### src/rtl/pipe_sched_pkg.sv
// Shared opcode map, FSM encoding and source/destination decode for the
// pipeline issue scheduler.
package pipe_sched_pkg;

    localparam int CODE_W = 6;

    localparam logic [CODE_W-1:0] OP_RTYPE = 6'h00;
    localparam logic [CODE_W-1:0] OP_ADDI  = 6'h01;
    localparam logic [CODE_W-1:0] OP_LW    = 6'h02;
    localparam logic [CODE_W-1:0] OP_SW    = 6'h03;
    localparam logic [CODE_W-1:0] OP_NOP   = 6'h3E;
    localparam logic [CODE_W-1:0] OP_HALT  = 6'h3F;

    localparam logic [1:0] ST_IDLE   = 2'd0;
    localparam logic [1:0] ST_RUN    = 2'd1;
    localparam logic [1:0] ST_DRAIN  = 2'd2;
    localparam logic [1:0] ST_HALTED = 2'd3;

    typedef struct packed {
        logic uses_i;
        logic uses_j;
        logic uses_k;
        logic writes_i;
    } reg_use_t;

    // Unlisted opcodes fall into the default arm and behave as NOP.
    function automatic reg_use_t src_dst_decode(input logic [CODE_W-1:0] i_code);
        reg_use_t use_s;
        case (i_code)
            OP_RTYPE:       use_s = 4'b0111;
            OP_ADDI, OP_LW: use_s = 4'b0101;
            OP_SW:          use_s = 4'b1100;
            default:        use_s = 4'b0000;
        endcase
        return use_s;
    endfunction

endpackage

### src/rtl/pipe_scoreboard.sv
// Shift-register scoreboard of destinations in flight in stages 1-4, with the
// read-after-write compare against stages 1-3.
module pipe_scoreboard
    import pipe_sched_pkg::*;
#(
    parameter int REG_SIZE = 5
) (
    input  logic                clk,
    input  logic                rst_n,
    input  logic                push_v,
    input  logic [REG_SIZE-1:0] push_r,
    input  logic [REG_SIZE-1:0] src_i,
    input  logic [REG_SIZE-1:0] src_j,
    input  logic [REG_SIZE-1:0] src_k,
    input  logic                use_i,
    input  logic                use_j,
    input  logic                use_k,
    output logic                hazard,
    output logic                empty
);

    logic [4:1]          sb_v_r;
    logic [REG_SIZE-1:0] sb_r_r [1:4];
    logic                hit_i_s;
    logic                hit_j_s;
    logic                hit_k_s;

    // Stages 1-4 never stall, so the scoreboard shifts on every clock.
    always_ff @(posedge clk or negedge rst_n) begin
        if (!rst_n) begin
            sb_v_r <= 4'b0000;
            for (int k = 1; k <= 4; k++) begin
                sb_r_r[k] <= {REG_SIZE{1'b0}};
            end
        end else begin
            sb_v_r    <= {sb_v_r[3:1], push_v};
            sb_r_r[1] <= push_r;
            for (int k = 2; k <= 4; k++) begin
                sb_r_r[k] <= sb_r_r[k-1];
            end
        end
    end

    // Stage 4 is left out: its register-file write lands before the stage-1 read.
    always_comb begin
        hit_i_s = 1'b0;
        hit_j_s = 1'b0;
        hit_k_s = 1'b0;
        for (int k = 1; k <= 3; k++) begin
            if (sb_v_r[k]) begin
                hit_i_s = hit_i_s | (sb_r_r[k] == src_i);
                hit_j_s = hit_j_s | (sb_r_r[k] == src_j);
                hit_k_s = hit_k_s | (sb_r_r[k] == src_k);
            end else begin
                hit_i_s = hit_i_s;
                hit_j_s = hit_j_s;
                hit_k_s = hit_k_s;
            end
        end
        hazard = (use_i && (src_i != {REG_SIZE{1'b0}}) && hit_i_s)
              || (use_j && (src_j != {REG_SIZE{1'b0}}) && hit_j_s)
              || (use_k && (src_k != {REG_SIZE{1'b0}}) && hit_k_s);
        empty  = ~|sb_v_r;
    end

endmodule

### src/rtl/pipe_hazard_sched.sv
// Issue scheduler for the 5-stage pipeline: PC/ID_Reg enables, RAW bubbles,
// start/halt/drain sequencing and bring-up counters.
module pipe_hazard_sched
    import pipe_sched_pkg::*;
#(
    parameter int CODE_SIZE = 6,
    parameter int REG_SIZE  = 5,
    parameter int CNT_SIZE  = 16
) (
    input  logic                 clk,
    input  logic                 rst_n,
    input  logic                 start,
    input  logic [CODE_SIZE-1:0] i_code_0,
    input  logic [REG_SIZE-1:0]  r_i_0,
    input  logic [REG_SIZE-1:0]  r_j_0,
    input  logic [REG_SIZE-1:0]  r_k_0,
    output logic                 p_enable,
    output logic                 i_enable,
    output logic                 bubble,
    output logic                 done,
    output logic [CNT_SIZE-1:0]  stall_cnt,
    output logic [CNT_SIZE-1:0]  instr_cnt
);

    logic [1:0]          state_r;
    logic [1:0]          state_nxt_s;
    logic                armed_r;
    logic [CODE_W-1:0]   code_s;
    reg_use_t            use_s;
    logic                is_halt_s;
    logic                hazard_s;
    logic                empty_s;
    logic                issue_s;
    logic                stall_inc_s;
    logic                push_v_s;
    logic [REG_SIZE-1:0] push_r_s;
    logic [CNT_SIZE-1:0] stall_cnt_r;
    logic [CNT_SIZE-1:0] instr_cnt_r;

    assign code_s      = CODE_W'(i_code_0);
    assign use_s       = src_dst_decode(code_s);
    assign is_halt_s   = (code_s == OP_HALT);
    assign issue_s     = (state_r == ST_RUN) && !hazard_s && !is_halt_s;
    assign stall_inc_s = (state_r == ST_RUN) && hazard_s && !is_halt_s;
    assign push_v_s    = issue_s && use_s.writes_i && (r_i_0 != {REG_SIZE{1'b0}});
    assign push_r_s    = push_v_s ? r_i_0 : {REG_SIZE{1'b0}};

    pipe_scoreboard #(
        .REG_SIZE (REG_SIZE)
    ) u_scoreboard (
        .clk    (clk),
        .rst_n  (rst_n),
        .push_v (push_v_s),
        .push_r (push_r_s),
        .src_i  (r_i_0),
        .src_j  (r_j_0),
        .src_k  (r_k_0),
        .use_i  (use_s.uses_i),
        .use_j  (use_s.uses_j),
        .use_k  (use_s.uses_k),
        .hazard (hazard_s),
        .empty  (empty_s)
    );

    // Next-state logic; start is only honoured once a clock has passed since reset.
    always_comb begin
        state_nxt_s = state_r;
        case (state_r)
            ST_IDLE: begin
                if (start && armed_r) state_nxt_s = ST_RUN;
                else                  state_nxt_s = ST_IDLE;
            end
            ST_RUN: begin
                if (is_halt_s) state_nxt_s = ST_DRAIN;
                else           state_nxt_s = ST_RUN;
            end
            ST_DRAIN: begin
                if (empty_s) state_nxt_s = ST_HALTED;
                else         state_nxt_s = ST_DRAIN;
            end
            ST_HALTED: state_nxt_s = ST_HALTED;
            default:   state_nxt_s = ST_IDLE;
        endcase
    end

    // State register and reset-release arming flag.
    always_ff @(posedge clk or negedge rst_n) begin
        if (!rst_n) begin
            state_r <= ST_IDLE;
            armed_r <= 1'b0;
        end else begin
            state_r <= state_nxt_s;
            armed_r <= 1'b1;
        end
    end

    // Saturating stall and issue counters.
    always_ff @(posedge clk or negedge rst_n) begin
        if (!rst_n) begin
            stall_cnt_r <= {CNT_SIZE{1'b0}};
            instr_cnt_r <= {CNT_SIZE{1'b0}};
        end else begin
            if (stall_inc_s && (stall_cnt_r != {CNT_SIZE{1'b1}})) begin
                stall_cnt_r <= stall_cnt_r + CNT_SIZE'(1);
            end else begin
                stall_cnt_r <= stall_cnt_r;
            end
            if (issue_s && (instr_cnt_r != {CNT_SIZE{1'b1}})) begin
                instr_cnt_r <= instr_cnt_r + CNT_SIZE'(1);
            end else begin
                instr_cnt_r <= instr_cnt_r;
            end
        end
    end

    assign p_enable  = issue_s;
    assign bubble    = !issue_s;
    assign i_enable  = (state_r == ST_RUN) || (state_r == ST_DRAIN);
    assign done      = (state_r == ST_HALTED);
    assign stall_cnt = stall_cnt_r;
    assign instr_cnt = instr_cnt_r;

endmodule

### config.mk
export PLATFORM = sky130hd
export DESIGN_NAME = pipe_hazard_sched
export DESIGN_NICKNAME = d
export VERILOG_FILES = /design/src/rtl/pipe_sched_pkg.sv /design/src/rtl/pipe_scoreboard.sv /design/src/rtl/pipe_hazard_sched.sv
export SDC_FILE = /design/constraint.sdc
export NUM_CORES = 1
export LEC_CHECK = 0
export CORE_MARGIN = 1.5
export CORE_UTILIZATION = 45
export DETAILED_ROUTE_END_ITERATION = 10
export PLACE_DENSITY = 0.78
export SYNTH_ARGS = -nofsm -noshare
export SYNTH_HDL_FRONTEND = slang
export SYNTH_SLANG_ARGS = --single-unit
### constraint.sdc
create_clock -name clk -period 2.4 [get_ports clk]
set_input_delay 0.48 -clock clk [delete_from_list [all_inputs] [get_ports clk]]
set_output_delay 0.48 -clock clk [all_outputs]
set_load 0.1 [all_outputs]
* Yosys cells after proc, flatten, opt, wreduce, memory -nomap -nowiden
Cells that the tools add are included.
Cells by class: add/sub/neg operators 2, equality and inequality tests 18, mux-type cells 15, bitwise logic cells 6, reduce and logical (&&, ||, !) cells 28
Operators with widths (number):
- 5-bit == test | 9
- 16-bit by 1-bit adder with 16-bit output, second input constant | 2
- 16-bit inequality test, second input constant | 2
- 1-bit logical AND | 15
- 5-bit nonzero test | 3
- 6-bit by 2-bit == test with 1-bit output, second input constant | 2
- 4-bit case mux with 3 select lines | 1
- 1-bit two-way mux | 11
- 2-bit case mux with 4 select lines | 1
- 6-bit by 1-bit == test with 1-bit output, second input constant | 1
- 6-bit == test, second input constant | 1
- 6-bit logical NOT | 1
- 1-bit OR | 6
- 5-bit two-way mux | 1
- 2-bit == test, second input constant | 2
- 4-bit OR reduction | 1
- 1-bit logical NOT | 3
- 1-bit logical OR | 3
- 2-bit by 1-bit == test with 1-bit output, second input constant | 1
- 2-bit logical NOT | 1
- 2-bit two-way mux | 1
- 2-bit OR reduction | 1
Storage, ports and cells: bits in registers 54, input bits 24

* Depth between registers and ports, before layout
depth in word-level cells 15, mapped depth 9, depth with buffers taken out 8

* Hierarchy
Synthesis repeated with hierarchy kept, for this count alone.
Unflattened totals: cells, all modules 272, area total of the unflattened synthesis 2944.1 sq um
By module, submodules not included:
- pipe_hazard_sched | instances 1, cells an instance 179, area an instance 1904.3 sq um, seq. area each 875.8 sq um
- pipe_scoreboard | instances 1, cells an instance 93, area an instance 1039.7 sq um, seq. area each 475.5 sq um

* Least setup slack after synthesis
Ideal clock, no wire load.
path kind input -> register, start point input r_k_0[1], end point register u_scoreboard.sb_r_r[15] (netlist bit), arrival 3.293 ns, data required time 2.334 ns, setup slack -0.959 ns, stages on the path 7, cell sequence or4_1 -> o21ai_1 -> a31o_2 -> nand4_2 -> inv_1 -> and3_1 -> and2_1
On the way: word-level cells in the longest chain between the ends 14
RTL lines:
- start: declaration | line pipe_hazard_sched.sv:16 | input logic [REG_SIZE-1:0] r_k_0,
- 5-bit == test | line pipe_scoreboard.sv:53 | hit_k_s = hit_k_s | (sb_r_r[k] == src_k);
- 1-bit two-way mux | line pipe_scoreboard.sv:50 | if (sb_v_r[k]) begin
- 1-bit OR | line pipe_scoreboard.sv:53
- 1-bit two-way mux | line pipe_scoreboard.sv:50
- 1-bit OR | line pipe_scoreboard.sv:53
- 1-bit two-way mux | line pipe_scoreboard.sv:50
- 1-bit logical AND (*) | line pipe_scoreboard.sv:62 | || (use_k && (src_k != {REG_SIZE{1'b0}}) && hit_k_s);
- 1-bit logical OR (*) | line pipe_scoreboard.sv:62
- 1-bit logical NOT (*) | line pipe_hazard_sched.sv:43 | assign issue_s = (state_r == ST_RUN) && !hazard_s && !is_halt_s;
- 1-bit logical AND (*) (2 in a row) | line pipe_hazard_sched.sv:43
- named net p_enable | line pipe_hazard_sched.sv:17 | output logic p_enable,
- 1-bit logical AND (*) (2 in a row) | line pipe_hazard_sched.sv:45 | assign push_v_s = issue_s && use_s.writes_i && (r_i_0 != {REG_SIZE{1'b0}});
- named net push_v_s | line pipe_hazard_sched.sv:35 | logic push_v_s;
- 5-bit two-way mux (*) | line pipe_hazard_sched.sv:46 | assign push_r_s = push_v_s ? r_i_0 : {REG_SIZE{1'b0}};
- named net push_r_s[0] | line pipe_hazard_sched.sv:36 | logic [REG_SIZE-1:0] push_r_s;
- end signal: indexed assignment | line pipe_scoreboard.sv:33 | sb_r_r[k] <= {REG_SIZE{1'b0}};
- end signal: indexed assignment | line pipe_scoreboard.sv:39 | sb_r_r[k] <= sb_r_r[k-1];
- end: declaration | line pipe_scoreboard.sv:23 | logic [REG_SIZE-1:0] sb_r_r [1:4];
Mark *: on every way through the listed nets, which the timed path passes. The rest lies on a longest branch. A chain may end at the register's enable or synchronous reset.

* Worst setup path in the final report
start point input r_k_0[3], end point output p_enable
On the way: word-level cells in the longest chain between the ends 11
RTL lines (line):
- 5-bit == test | pipe_scoreboard.sv:53
- 1-bit two-way mux | pipe_scoreboard.sv:50
- 1-bit OR | pipe_scoreboard.sv:53
- 1-bit two-way mux | pipe_scoreboard.sv:50
- 1-bit OR | pipe_scoreboard.sv:53
- 1-bit two-way mux | pipe_scoreboard.sv:50
- 1-bit logical AND (*) | pipe_scoreboard.sv:62
- 1-bit logical OR (*) | pipe_scoreboard.sv:62
- 1-bit logical NOT (*) | pipe_hazard_sched.sv:43
- 1-bit logical AND (*) (2 in a row) | pipe_hazard_sched.sv:43
- end: declaration | pipe_hazard_sched.sv:17
Mark *: on every way between the ends. The rest lies on a longest branch, timed or not.

==> run metrics <==
skew final 0.0107 ns; Final Hold Slack 0.155 ns; root buf cell clkbuf_8; largest net degree at the start of global routing 31; core area 0.00596 sq mm; GRT Util Overall 21.4%; area delta synth->final 42.1%; Antenna Nets Post-Route 0; PortBufs 59; worst slew pin tran 0.589 ns; Layout Utilization 66.7%; crit path DAT 2.16 ns; Max Slew Vio Count 0; DRC violation count after routing 0; CTS tree built; violated checks setup timing; die area 0.00669 sq mm; Num CTS Buffers 5; synthesis-stage register bit count 54; critical path fanouts, max 3; grt ovf 0; RSZ-0062 raised after global routing yes; Syn Nets 283; die height 81.8 um; Vias 2209; layout cells sized above 1 42.9%; setup TNS after final layout -0.751 ns; Max VDD drop 0.874 mV; diodes inserted 0; Syn Inst Count 253; endpoints failing setup 8; YS warnings 0; PD cells 779 mW/mm^2; Worst-Skew Late Latency 0.31 ns; hold_buf cts 0; initial core utilization 46.9%; Post-synth ARST share 100%; P_leak 1.88 nW; initial antenna violation count 0; die width 81.8 um; startpoint types input port; Synth Area per Inst 11.0 sq um; Ports 60; Distinct cells, synth 34; Final WS setup -0.237 ns; Layout Cells excl Fill 429; Starting DRT DRC Count 115; post-DP HPWL 4850 um; Clock Path Buffers 2; MaxCap Viol Count 0; htree depth 2; R2R Setup Slk -0.04 ns; critical path endpoint category output port; minimum clock period 2.64 ns; Num Clock Sinks 54; gp weighted congestion 0.879; crit path kind input port to output port; Final Cycle Share 110%; max_slew headroom 60.8%; Post-synth EDFFs 0; routed wire length 6660 um; first-pass GRT wire length 10800 um; Hold Crit Class input port to asynchronous set/reset pin; Mapped Area 0.00280 sq mm; pre-CTS setup slack -0.547 ns; FP Rows 28; vias in the first global route 2195; drt wl/cell 15.5 um; outcome complete, but fails checks; Max Clock Freq 0.379 GHz; Top FF cell, synth dfrtp_1; Layout Nets 383; average vias per placed instance 5.15; Hold Fails Final Rpt 0; placed insts 408; Worst Path Required 1.92 ns; clock-pin transition on the worst setup and hold timing paths 0.10 ns; drt pass-1 iters 4; register area share after synthesis 48.3%
-- critical path: stages --
cell	delay [ns]
clkdlybuf4s15_1	0.22
buf_6	0.15
xor2_1	0.14
nor4_2	0.32
nand3_1	0.14
a31o_4	0.27
nand4_4	0.12
clkinvlp_4	0.13
buf_12	0.18
-- kinds of logic after synthesis --
family / count (synthesis) / synth area share [%]
buffers and inverters: 9 / 1.48
other: 1 / 0.134
adders and majority gates: 6 / 2.69
DFF: 54 / 48.3
AOI/OAI and AO/OA: 12 / 4.25
xor gates and xnor gates: 74 / 23.2
muxes: 3 / 1.16
and+or+nand+nor: 94 / 18.8
-- routing by layer --
| metal | vias to the layer above | track usage (%) | wire length (um) |
|---|---|---|---|
| met5 | - | 0 | 0 |
| met4 | 0 | 6.95 | 136 |
| met3 | 13 | 3.89 | 218 |
| met2 | 40 | 34.8 | 3250 |
| met1 | 1093 | 28.8 | 3060 |
| li1 | 1063 | - | - |
-- cells in the final DEF (no fill, tap or decap), types with 6 or more instances in the layout --
master,count
nor2_1,12
dfrtp_1,39
nand2_1,10
inv_1,6
nand4_1,9
dfrtp_2,11
nand3_1,15
clkbuf_8,6
nand3_2,7
ha_1,6
clkbuf_2,8
xnor2_1,30
buf_4,63
xor2_1,43
-- stage by stage --
stage / instance area [sq um] / total power [mW]
floorplan: 2880 / 1.98
global placement: 3670 / 2.35
detailed placement: 3670 / 2.37
CTS: 3860 / 3.04
global route: 3970 / 3.23
finish: 3970 / 3.10
-- state kept, by name, summed over array words and instances (netlist names) --
signal	cells
instr_cnt	16
stall_cnt	16
u_scoreboard.sb_r_r	15
u_scoreboard.sb_v_r	4
state_r	2
armed_r	1
-- repair_timing --
item,4_1_cts,5_1_grt
setup endpoints to repair,37,38
setup buffers,6,6
pin swaps,10,12
gates resized for setup,41,43
gates cloned,1,0
-- cell type report --
type / instances / area (sq um)
repair buffers: 95 / 801
inverters: 7 / 30.0
clock inverters: 2 / 16.3
well taps: 75 / 93.8
flip-flops and latches: 54 / 1380
fillers: 455 / 1980
multi-input cells: 190 / 1570
clock buffers: 6 / 82.6
-- final timing paths --
check / cells past startpoint / from / end
max reg2reg: 12 / u_scoreboard.sb_r_r[19] / u_scoreboard.sb_r_r[19]
max: 9 / r_k_0[3] / p_enable
min reg2reg: 0 / u_scoreboard.sb_r_r[19] / u_scoreboard.sb_r_r[14]
min: 1 / rst_n / instr_cnt[9]
min in group clk: 0 / u_scoreboard.sb_r_r[19] / u_scoreboard.sb_r_r[14]
max in group asynchronous: 2 / rst_n / u_scoreboard.sb_r_r[5]
-- Yosys cell counts (2+ instances only) --
| master | n | area (sq um) |
|---|---|---|
| a31o_2 | 2 | 17.5 |
| inv_1 | 7 | 26.3 |
| buf_4 | 2 | 15.0 |
| a31oi_4 | 2 | 42.5 |
| and2_1 | 7 | 43.8 |
| mux2_2 | 2 | 22.5 |
| dfrtp_1 | 54 | 1350 |
| nor4_1 | 10 | 62.6 |
| nor2_1 | 13 | 48.8 |
| nand2_1 | 14 | 52.6 |
| or4_1 | 2 | 15.0 |
| xnor2_1 | 30 | 263 |
| nor3_1 | 2 | 10.0 |
| nand3_1 | 22 | 110 |
| nand4_1 | 9 | 56.3 |
| and3_1 | 6 | 37.5 |
| and4_1 | 2 | 17.5 |
| ha_1 | 6 | 75.1 |
| xor2_1 | 44 | 385 |
| nor3_2 | 3 | 30.0 |
-- power by group --
group	leakage (nW)	total, mW	internal (mW)	switching [mW]
clock	0.0478	0.547	0.238	0.309
sequential	0.698	1.08	0.981	0.0980
combinational	1.13	1.47	0.539	0.930
Note: power is estimated with default switching activity, not from simulation.
